### src/rtl/seg7_scan_driver_if.sv
// seg7_scan_driver_if: value/load handshake, status and display lines of the 7-segment driver
interface seg7_scan_driver_if #(
    parameter int N_DIGITS = 4,
    parameter int VAL_W    = 14
);
    logic [VAL_W-1:0]    value;
    logic                load;
    logic [N_DIGITS-1:0] dp_mask;
    logic                busy;
    logic                ovf;
    logic [N_DIGITS-1:0] seg_sel;
    logic [7:0]          seg;

    modport master (output value, load, dp_mask, input busy, ovf, seg_sel, seg);
    modport slave  (input value, load, dp_mask, output busy, ovf, seg_sel, seg);
endinterface

### src/rtl/seg7_scan_driver.sv
// seg7_scan_driver: N-digit multiplexed 7-segment driver with sequential shift-add-3 BCD converter
// Optional LEADING_ZERO_BLANK_EN blanks leading zero digits (digit 0 always shown).
module seg7_scan_driver #(
    parameter int N_DIGITS    = 4,
    parameter int VAL_W       = 14,
    parameter int REFRESH_DIV = 100000
) (
    input logic clk,
    input logic rst_n,
    seg7_scan_driver_if.slave bus
);
    localparam int SCR_C = (VAL_W * 302 + 999) / 1000 + 1;
    localparam int SCR_N = SCR_C > N_DIGITS ? SCR_C : N_DIGITS + 1;
    localparam int PW    = REFRESH_DIV > 1 ? $clog2(REFRESH_DIV) : 1;
    localparam int IW    = N_DIGITS > 1 ? $clog2(N_DIGITS) : 1;
    localparam int CW    = $clog2(VAL_W + 1);

    typedef enum logic [1:0] {IDLE, SHIFT, COMMIT} state_t;

    state_t              state;
    logic [VAL_W-1:0]    sh;
    logic [4*SCR_N-1:0]  scr, adj;
    logic [CW-1:0]       cnt;
    logic [4*N_DIGITS-1:0] disp;
    logic                busy, ovf;
    logic [PW-1:0]       pre;
    logic [IW-1:0]       idx, nidx;
    logic [N_DIGITS-1:0] seg_sel;
    logic [7:0]          seg;
    logic [6:0]          glyph;

    assign bus.busy    = busy;
    assign bus.ovf     = ovf;
    assign bus.seg_sel = seg_sel;
    assign bus.seg     = seg;

    function automatic logic [6:0] dec(input logic [3:0] d);
        case (d)
            4'd0: dec = 7'h40;
            4'd1: dec = 7'h79;
            4'd2: dec = 7'h24;
            4'd3: dec = 7'h30;
            4'd4: dec = 7'h19;
            4'd5: dec = 7'h12;
            4'd6: dec = 7'h02;
            4'd7: dec = 7'h78;
            4'd8: dec = 7'h00;
            4'd9: dec = 7'h10;
            default: dec = 7'h7F;
        endcase
    endfunction

    always_comb begin
        adj = scr;
        for (int k = 0; k < SCR_N; k++)
            adj[4*k +: 4] = scr[4*k +: 4] >= 4'd5 ? scr[4*k +: 4] + 4'd3 : scr[4*k +: 4];
    end

    // IDLE with busy still set is the extra cycle that drops busy and ignores load
    always_ff @(posedge clk or negedge rst_n) begin
        if (!rst_n) begin
            state <= IDLE;
            busy  <= 1'b0;
            ovf   <= 1'b0;
            sh    <= '0;
            scr   <= '0;
            cnt   <= '0;
            disp  <= '0;
        end else begin
            case (state)
                IDLE: begin
                    if (busy) begin
                        busy <= 1'b0;
                    end else if (bus.load) begin
                        sh    <= bus.value;
                        scr   <= '0;
                        cnt   <= '0;
                        busy  <= 1'b1;
                        state <= SHIFT;
                    end
                end
                SHIFT: begin
                    scr <= (adj << 1) | {{(4*SCR_N-1){1'b0}}, sh[VAL_W-1]};
                    sh  <= sh << 1;
                    cnt <= cnt + 1'b1;
                    if (cnt == CW'(VAL_W - 1)) state <= COMMIT;
                end
                COMMIT: begin
                    ovf   <= |scr[4*SCR_N-1:4*N_DIGITS];
                    disp  <= |scr[4*SCR_N-1:4*N_DIGITS] ? {N_DIGITS{4'h9}} : scr[4*N_DIGITS-1:0];
                    state <= IDLE;
                end
                default: state <= IDLE;
            endcase
        end
    end

    assign nidx = idx == IW'(N_DIGITS - 1) ? '0 : idx + 1'b1;

`ifdef LEADING_ZERO_BLANK_EN
    logic [N_DIGITS:0] lz;
    always_comb begin
        lz = '0;
        lz[N_DIGITS] = 1'b1;
        for (int i = N_DIGITS - 1; i >= 0; i--)
            lz[i] = lz[i+1] && disp[4*i +: 4] == 4'd0;
        glyph = (nidx != '0 && lz[nidx]) ? 7'h7F : dec(disp[4*int'(nidx) +: 4]);
    end
`else
    assign glyph = dec(disp[4*int'(nidx) +: 4]);
`endif

    // outputs change only at the slot wrap, so a commit never glitches the current slot
    always_ff @(posedge clk or negedge rst_n) begin
        if (!rst_n) begin
            pre     <= '0;
            idx     <= '0;
            seg_sel <= '1;
            seg     <= 8'hFF;
        end else if (pre == PW'(REFRESH_DIV - 1)) begin
            pre     <= '0;
            idx     <= nidx;
            seg_sel <= ~(N_DIGITS'(1) << nidx);
            seg     <= {~bus.dp_mask[nidx], glyph};
        end else begin
            pre <= pre + 1'b1;
        end
    end
endmodule
### src/flat_wrapper.sv
// flat-port wrapper written by rule: the top's interface ports become plain ports
module seg7_scan_driver_flat 
#(
    parameter int N_DIGITS    = 4,
    parameter int VAL_W       = 14,
    parameter int REFRESH_DIV = 100000
)
  (clk, rst_n, bus_value, bus_load, bus_dp_mask, bus_busy, bus_ovf, bus_seg_sel, bus_seg);
  seg7_scan_driver_if #(.N_DIGITS(N_DIGITS), .VAL_W(VAL_W)) bus_i ();
  input logic clk;
  input logic rst_n;
  input wire logic [$bits(bus_i.value)-1:0] bus_value;
  input wire logic [$bits(bus_i.load)-1:0] bus_load;
  input wire logic [$bits(bus_i.dp_mask)-1:0] bus_dp_mask;
  output wire logic [$bits(bus_i.busy)-1:0] bus_busy;
  output wire logic [$bits(bus_i.ovf)-1:0] bus_ovf;
  output wire logic [$bits(bus_i.seg_sel)-1:0] bus_seg_sel;
  output wire logic [$bits(bus_i.seg)-1:0] bus_seg;
  assign bus_i.value = bus_value;
  assign bus_i.load = bus_load;
  assign bus_i.dp_mask = bus_dp_mask;
  assign bus_busy = bus_i.busy;
  assign bus_ovf = bus_i.ovf;
  assign bus_seg_sel = bus_i.seg_sel;
  assign bus_seg = bus_i.seg;
  seg7_scan_driver #(.N_DIGITS(N_DIGITS), .VAL_W(VAL_W), .REFRESH_DIV(REFRESH_DIV)) u_core (.clk(clk), .rst_n(rst_n), .bus(bus_i));
endmodule
### config.mk
export PLATFORM = sky130hd
export DESIGN_NAME = seg7_scan_driver_flat
export DESIGN_NICKNAME = d
export VERILOG_FILES = /design/src/rtl/seg7_scan_driver_if.sv /design/src/rtl/seg7_scan_driver.sv /design/src/flat_wrapper.sv
export SDC_FILE = /design/constraint.sdc
export NUM_CORES = 1
export LEC_CHECK = 0
export CAP_MARGIN = 20
export CORE_UTILIZATION = 31
export CTS_CLUSTER_DIAMETER = 50
export CTS_CLUSTER_SIZE = 8
export DETAILED_ROUTE_END_ITERATION = 10
export GPL_TIMING_DRIVEN = 1
export SLEW_MARGIN = 10
export SYNTH_ARGS = -nofsm -noshare
export SYNTH_HDL_FRONTEND = slang
export SYNTH_SLANG_ARGS = --single-unit
export TNS_END_PERCENT = 50
### constraint.sdc
create_clock -name clk -period 2.6 [get_ports clk]
set_input_delay 0.39 -clock clk [delete_from_list [all_inputs] [get_ports clk]]
set_output_delay 0.39 -clock clk [all_outputs]
set_load 0.01 [all_outputs]
==> flow_summary.json, run 1 <==
{
  "r2r_start": "u_core.idx[0]$_DFFE_PN0N_",
  "grt_max_degree": 57,
  "avgSynthCellArea_um2": 9.839,
  "syn_nets": 514,
  "maxCapViolations": 0,
  "synth-edff-count": 0,
  "tns_ns": 0,
  "io_buffers": 34,
  "drc": 0,
  "placed_cells": 675,
  "cpPeakStageDelay_ns": 0.61,
  "synth_top_area_share": 0.4383,
  "crit_fanout": 7,
  "hold_violations": 0,
  "clk_pin_slew_worst_paths_ns": 0.06,
  "drtPass1Iterations": 4,
  "grt_overflow": 0,
  "cts-htree-levels": 3,
  "area_delta_synth_final_pct": 18.45,
  "holdCritPathClass": "primary input to asynchronous set/reset pin",
  "final_cell_mix": "nand2_1 (90), dfrtp_1 (81), o21ai_0 (60)",
  "vias": 3356,
  "ant_nets": 0,
  "grt_antenna_before_repair": 0,
  "clockBufferDepth": 2,
  "finClkSkew_ns": 0.008658,
  "setup_viol": 0,
  "drive_above_1_share": 0.08284,
  "max_freq_mhz": 433.2,
  "initial_core_util": 0.3182,
  "min_period_over_period": 0.8879,
  "synth_warnings": 0,
  "stdcell_count": 691,
  "synthesis.area_mm2": 0.004624,
  "p_switching_w": 0.001817,
  "synth_cell_types": 39,
  "cp_cell_sequence": "inv_1 > ha_1 > mux4_2 > ha_1 > nand2_1 > nand2_1 > a41oi_2",
  "clkPwrFrac": 0.260,
  "rrSetupSlack_ns": 0.29,
  "final_max_slew_viol_count": 0,
  "share_seq_of_total_power": 0.423,
  "grt_pass1_vias": 3335,
  "p_int_w": 0.003458,
  "path_delay_family": "adder cells",
  "holdWs_ns": 0.09066,
  "fin_crit_ns": 2.309,
  "hold_buffers": 0,
  "required_ns": 2.86,
  "synth_top_area_cell": "dfrtp_1",
  "core_area_mm2": 0.01453,
  "nets": 546,
  "cpMaxStageDelayCell": "mux4_2",
  "swShare": 0.3444,
  "cts_resized": 0,
  "ys_seq_area_frac": 0.5065,
  "synthArstFlopShare": 1.000,
  "die_area_mm2": 0.01541,
  "path_buf_inv": 1,
  "pwr-share-comb": 0.317,
  "leakagePower_nw": 2.415,
  "mostFrequentLayoutCell": "nand2_1",
  "dp_hpwl_mm": 6.042,
  "fp.dieH_um": 124.1,
  "rows": 44,
  "rsz0062_at_grt": "no",
  "clk_latency_ns": 0.34,
  "wl_per_cell_um": 12.47,
  "drt-total-wl_mm": 8.616,
  "drt_iter0_markers": 149,
  "place_congestion": 0.8113,
  "worstSetupPathType": "register to register",
  "synth_flop_cell": "dfrtp_1",
  "p_per_area_mw_per_mm2": 963.1,
  "synth_area_leaders": "dfrtp_1 (44%), nand2_1 (7.3%), dfstp_2 (6.8%)",
  "clock-sinks": 93,
  "cp.depth": 7,
  "post-cts-setup-buffer-count": 0,
  "pin_count": 35,
  "cts_tree": "done",
  "outcome": "completed",
  "die_x_um": 124.1,
  "syn_inst": 470,
  "antennaDiodeCount": 0,
  "tightest_slew_ns": 0.7988,
  "track_usage": 0.1289,
  "vdd_drop_max_v": 0.0005688,
  "r2r_cells": 7,
  "ctsRootBufferMaster": "clkbuf_16",
  "endpoint_kind": "register",
  "r2r_end": "u_core.bus.seg[3]$_DFFE_PN1N_",
  "worst_ep_arrival_time_ns": 2.57,
  "ys_ff_latch": 93,
  "grt_pass1_wl_mm": 15.64,
  "cts_buffers": 9,
  "routed_via_density": 4.857,
  "worstSetupStartpointType": "register",
  "slew_headroom": 0.4675
}
-- cell usage after synthesis, types with 2 or more instances --
cell      instances
a21oi_1          11
a22o_1            8
a31oi_1           2
buf_4             2
clkbuf_1         16
dfrtp_1          81
dfstp_2          12
ha_1             23
inv_1            17
mux2i_1          17
mux4_2            3
nand2_1          90
nand2b_1         10
nand3_1          17
nand4_1           4
nor2_1           26
nor3_1           11
nor3b_1           2
nor4_1            3
o21ai_0          60
o31ai_1          13
xnor2_1          15
xor2_1           11
-- state kept, by name, indices dropped and copies added (netlist names) --
register	flops
u_core.idx	2
u_core.bus.seg_sel	4
u_core.cnt	4
u_core.disp	16
u_core.state	2
u_core.bus.seg	8
u_core.scr	24
u_core.bus.ovf	1
u_core.sh	14
u_core.pre	17
u_core.bus.busy	1
-- metal layers --
layer / wire (um) / global-route usage / vias up
met5: 0 / 0 / -
met4: 80 / 0.03646 / 0
met3: 446 / 0.04167 / 7
met2: 4003 / 0.2086 / 72
met1: 4085 / 0.1640 / 1599
li1: - / - / 1678
-- layout make-up --
class                           instances  area [um2]
Timing Repair Buffer                   41       402.9
Clock buffer                           12       236.5
Inverter                               17       63.81
Fill cell                            1472        9056
Multi-Input combinational cell        340        2128
Clock inverter                          4       73.82
Tap cell                              184       230.2
Sequential cell                        93        2342
-- through the flow --
stage               cell area [um2]  setup WS (ns)  utilization  power [W]
finish                         5478         0.2914       0.3769   0.005275
detailed placement             5167         0.3233       0.3555   0.003950
floorplan                      4624         0.4082            -   0.003484
CTS                            5478         0.3034       0.3769   0.005350
global route                   5478         0.1351       0.3769   0.005742
global placement               5167         0.3865       0.3555   0.003862
-- worst reg2reg max path: stages, from the launching register on --
cell,delay (ns)
dfrtp_1,0.45
inv_1,0.12
ha_1,0.38
mux4_2,0.61
ha_1,0.34
nand2_1,0.08
nand2_1,0.07
a41oi_2,0.19
-- how the worst max path moves through the flow --
stage | startpoint | endpoint | slack, ns
detailed placement | u_core.idx[0]$_DFFE_PN0N_ | u_core.bus.seg[3]$_DFFE_PN1N_ | 0.32
global placement | u_core.idx[0]$_DFFE_PN0N_ | u_core.bus.seg[3]$_DFFE_PN1N_ | 0.39
global route | u_core.idx[0]$_DFFE_PN0N_ | u_core.bus.seg[3]$_DFFE_PN1N_ | 0.14
finish | u_core.idx[0]$_DFFE_PN0N_ | u_core.bus.seg[3]$_DFFE_PN1N_ | 0.29
CTS | u_core.idx[0]$_DFFE_PN0N_ | u_core.bus.seg[3]$_DFFE_PN1N_ | 0.30
floorplan | u_core.idx[0]$_DFFE_PN0N_ | u_core.bus.seg[3]$_DFFE_PN1N_ | 0.41
-- power groups by stage --
stage | clock network [W] | registers, W | logic, W
6_report | 0.00137 | 0.00223 | 0.00167
5_1_grt | 0.00148 | 0.00230 | 0.00196
4_1_cts | 0.00142 | 0.00223 | 0.00170
3_5_place_dp | 0 | 0.00225 | 0.00169
3_3_place_gp | 0 | 0.00224 | 0.00162
2_1_floorplan | 0 | 0.00215 | 0.00134
-- kinds of logic (layout without fill, tap and decap cells) --
group	Yosys count	after routing	share of synthesized area
AO/OA/AOI/OAI	98	98	0.1255
buffers and inverters	37	74	0.03328
XOR/XNOR	26	26	0.04924
adder cells (fa/ha/maj)	23	23	0.06223
flip-flops	93	93	0.5065
AND/OR/NAND/NOR	171	171	0.1637
multiplexers	22	22	0.05952
Power figures use the tool's default switching activity.
==> inputs of run 2 (changes only) <==
--- a/config.mk
+++ b/config.mk
@@ -11,6 +11,7 @@
 export CTS_CLUSTER_SIZE = 8
 export DETAILED_ROUTE_END_ITERATION = 10
 export GPL_TIMING_DRIVEN = 1
+export MAX_ROUTING_LAYER = met4
 export SLEW_MARGIN = 10
 export SYNTH_ARGS = -nofsm -noshare
 export SYNTH_HDL_FRONTEND = slang
==> run 2 against run 1 <==
Effect of this change:
- count of clock-buffer cells in the layout did not move
- core utilization is the same
- clock skew grew 0.0013 ns
- routed wire length grew 0.48%
- global-route usage grew 0.36 points
- worst setup slack is essentially flat
- via count is 0.15% higher
- register-to-register slack hardly changed
- clock power about the same
- hold slack worse by 0.0018 ns
- sequential cell count stayed put
- sequential power about the same
==> flow_summary.json, run 2 (same netlist as run 1, synthesis figures left out) <==
{
  "wl_met2_mm": 4.032,
  "tns_ns": 0,
  "dp_hpwl_mm": 6.042,
  "worst_ep_arrival_time_ns": 2.58,
  "clk_pin_slew_worst_paths_ns": 0.06,
  "clock-sinks": 93,
  "slew_headroom": 0.4756,
  "r2r_cells": 7,
  "max_freq_mhz": 433.1,
  "holdCritPathClass": "primary input to asynchronous set/reset pin",
  "cts_resized": 0,
  "io_buffers": 34,
  "drc": 0,
  "cpPeakStageDelay_ns": 0.61,
  "area_delta_synth_final_pct": 18.45,
  "clk_latency_ns": 0.34,
  "hold_buffers": 0,
  "min_period_over_period": 0.8880,
  "regMostFlops": "u_core.scr",
  "rows": 44,
  "wl_met3_um": 359,
  "crit_fanout": 7,
  "post-route-util": 0.3769,
  "cpMaxStageDelayCell": "mux4_2",
  "holdWs_ns": 0.08887,
  "fillers": 1472,
  "cts-htree-levels": 3,
  "fin_crit_ns": 2.309,
  "hold_violations": 0,
  "setup_viol": 0,
  "r2r_start": "u_core.idx[0]$_DFFE_PN0N_",
  "rsz0062_at_grt": "no",
  "met1_length_mm": 4.163,
  "die_x_um": 124.1,
  "grt_max_degree": 57,
  "worstSetupPathType": "register to register",
  "largest_reg_flops": 24,
  "drive_above_1_share": 0.08284,
  "leakagePower_nw": 2.415,
  "grt_overflow": 0,
  "routed_via_density": 4.864,
  "die_area_mm2": 0.01541,
  "grt_antenna_before_repair": 0,
  "antennaDiodeCount": 0,
  "vias": 3361,
  "clockBufferDepth": 2,
  "nets": 546,
  "grt_pass1_vias": 3338,
  "drt-total-wl_mm": 8.657,
  "drtPass1Iterations": 4,
  "final_cell_mix": "nand2_1 (90), dfrtp_1 (81), o21ai_0 (60)",
  "fp.dieH_um": 124.1,
  "final_max_slew_viol_count": 0,
  "pin_count": 35,
  "cts_buffers": 9,
  "wl_per_cell_um": 12.53,
  "tightest_slew_ns": 0.7867,
  "mostFrequentLayoutCell": "nand2_1",
  "drt_iter0_markers": 173,
  "ctsRootBufferMaster": "clkbuf_16",
  "required_ns": 2.87,
  "track_usage": 0.1324,
  "finClkSkew_ns": 0.009935,
  "place_congestion": 0.8232,
  "grt_pass1_wl_mm": 15.64,
  "maxCapViolations": 0,
  "initial_core_util": 0.3182,
  "endpoint_kind": "register",
  "top_layer_used": "met4",
  "crit_start": "u_core.idx[0]$_DFFE_PN0N_",
  "ant_nets": 0,
  "post-cts-setup-buffer-count": 0,
  "p_per_area_mw_per_mm2": 964.0,
  "core_area_mm2": 0.01453,
  "cts_tree": "done",
  "cp_cell_sequence": "inv_1 > ha_1 > mux4_2 > ha_1 > nand2_1 > nand2_1 > a41oi_2",
  "reg.largest.list": "u_core.scr (24), u_core.pre (17), u_core.disp (16)",
  "outcome": "completed",
  "vdd_drop_max_v": 0.0005673,
  "finalPower_w": 0.005281,
  "worstSetupStartpointType": "register"
}
==> run 2: metrics by stage <==
stage	cell area, um2	setup slack (ns)	std cells
floorplan	4624	0.4082	470
global placement	5167	0.3865	675
detailed placement	5167	0.3233	675
CTS	5478	0.3034	691
global route	5478	0.1352	691
finish	5478	0.2911	691
==> run 2: final cells by class <==
class	instances	area (um2)	area share
multi-input combinational	340	2128	0.3885
clock buffer	12	236.5	0.04317
tap	184	230.2	0.04203
inverter	17	63.81	0.01165
sequential	93	2342	0.4276
timing repair buffer	41	402.9	0.07355
clock inverter	4	73.82	0.01348
==> run 2: power by group <==
part / switching, W / internal, W
Combinational: 0.000936 / 0.000738
Clock: 0.000530 / 0.000843
Sequential: 0.000356 / 0.00188
Total: 0.00182 / 0.00346
==> run 2: worst max-delay path, delay by kind of cell (launching register included) <==
| family | cells | cell delay (ns) |
|---|---|---|
| compound gates | 1 | 0.19 |
| fa+ha+maj | 2 | 0.72 |
| buf+inv | 1 | 0.12 |
| flops | 1 | 0.45 |
| mux | 1 | 0.61 |
| simple gates | 2 | 0.15 |
==> run 2: worst paths after layout <==
kind                                                 end  slack, ns
max reg2reg                u_core.bus.seg[3]$_DFFE_PN1N_       0.29
min reg2reg                   u_core.disp[4]$_DFFE_PN0N_       0.47
min in group clk              u_core.disp[4]$_DFFE_PN0N_       0.47
max in group asynchronous      u_core.sh[11]$_DFFE_PN0P_       1.86
min                              u_core.pre[4]$_DFF_PN0_       0.09
max                        u_core.bus.seg[3]$_DFFE_PN1N_       0.29
==> run 2: layer usage <==
layer / GRT usage / up-vias
li1: - / 1680
met1: 0.1646 / 1609
met2: 0.2086 / 61
met3: 0.03984 / 11
met4: 0.03646 / 0
met5: - / -
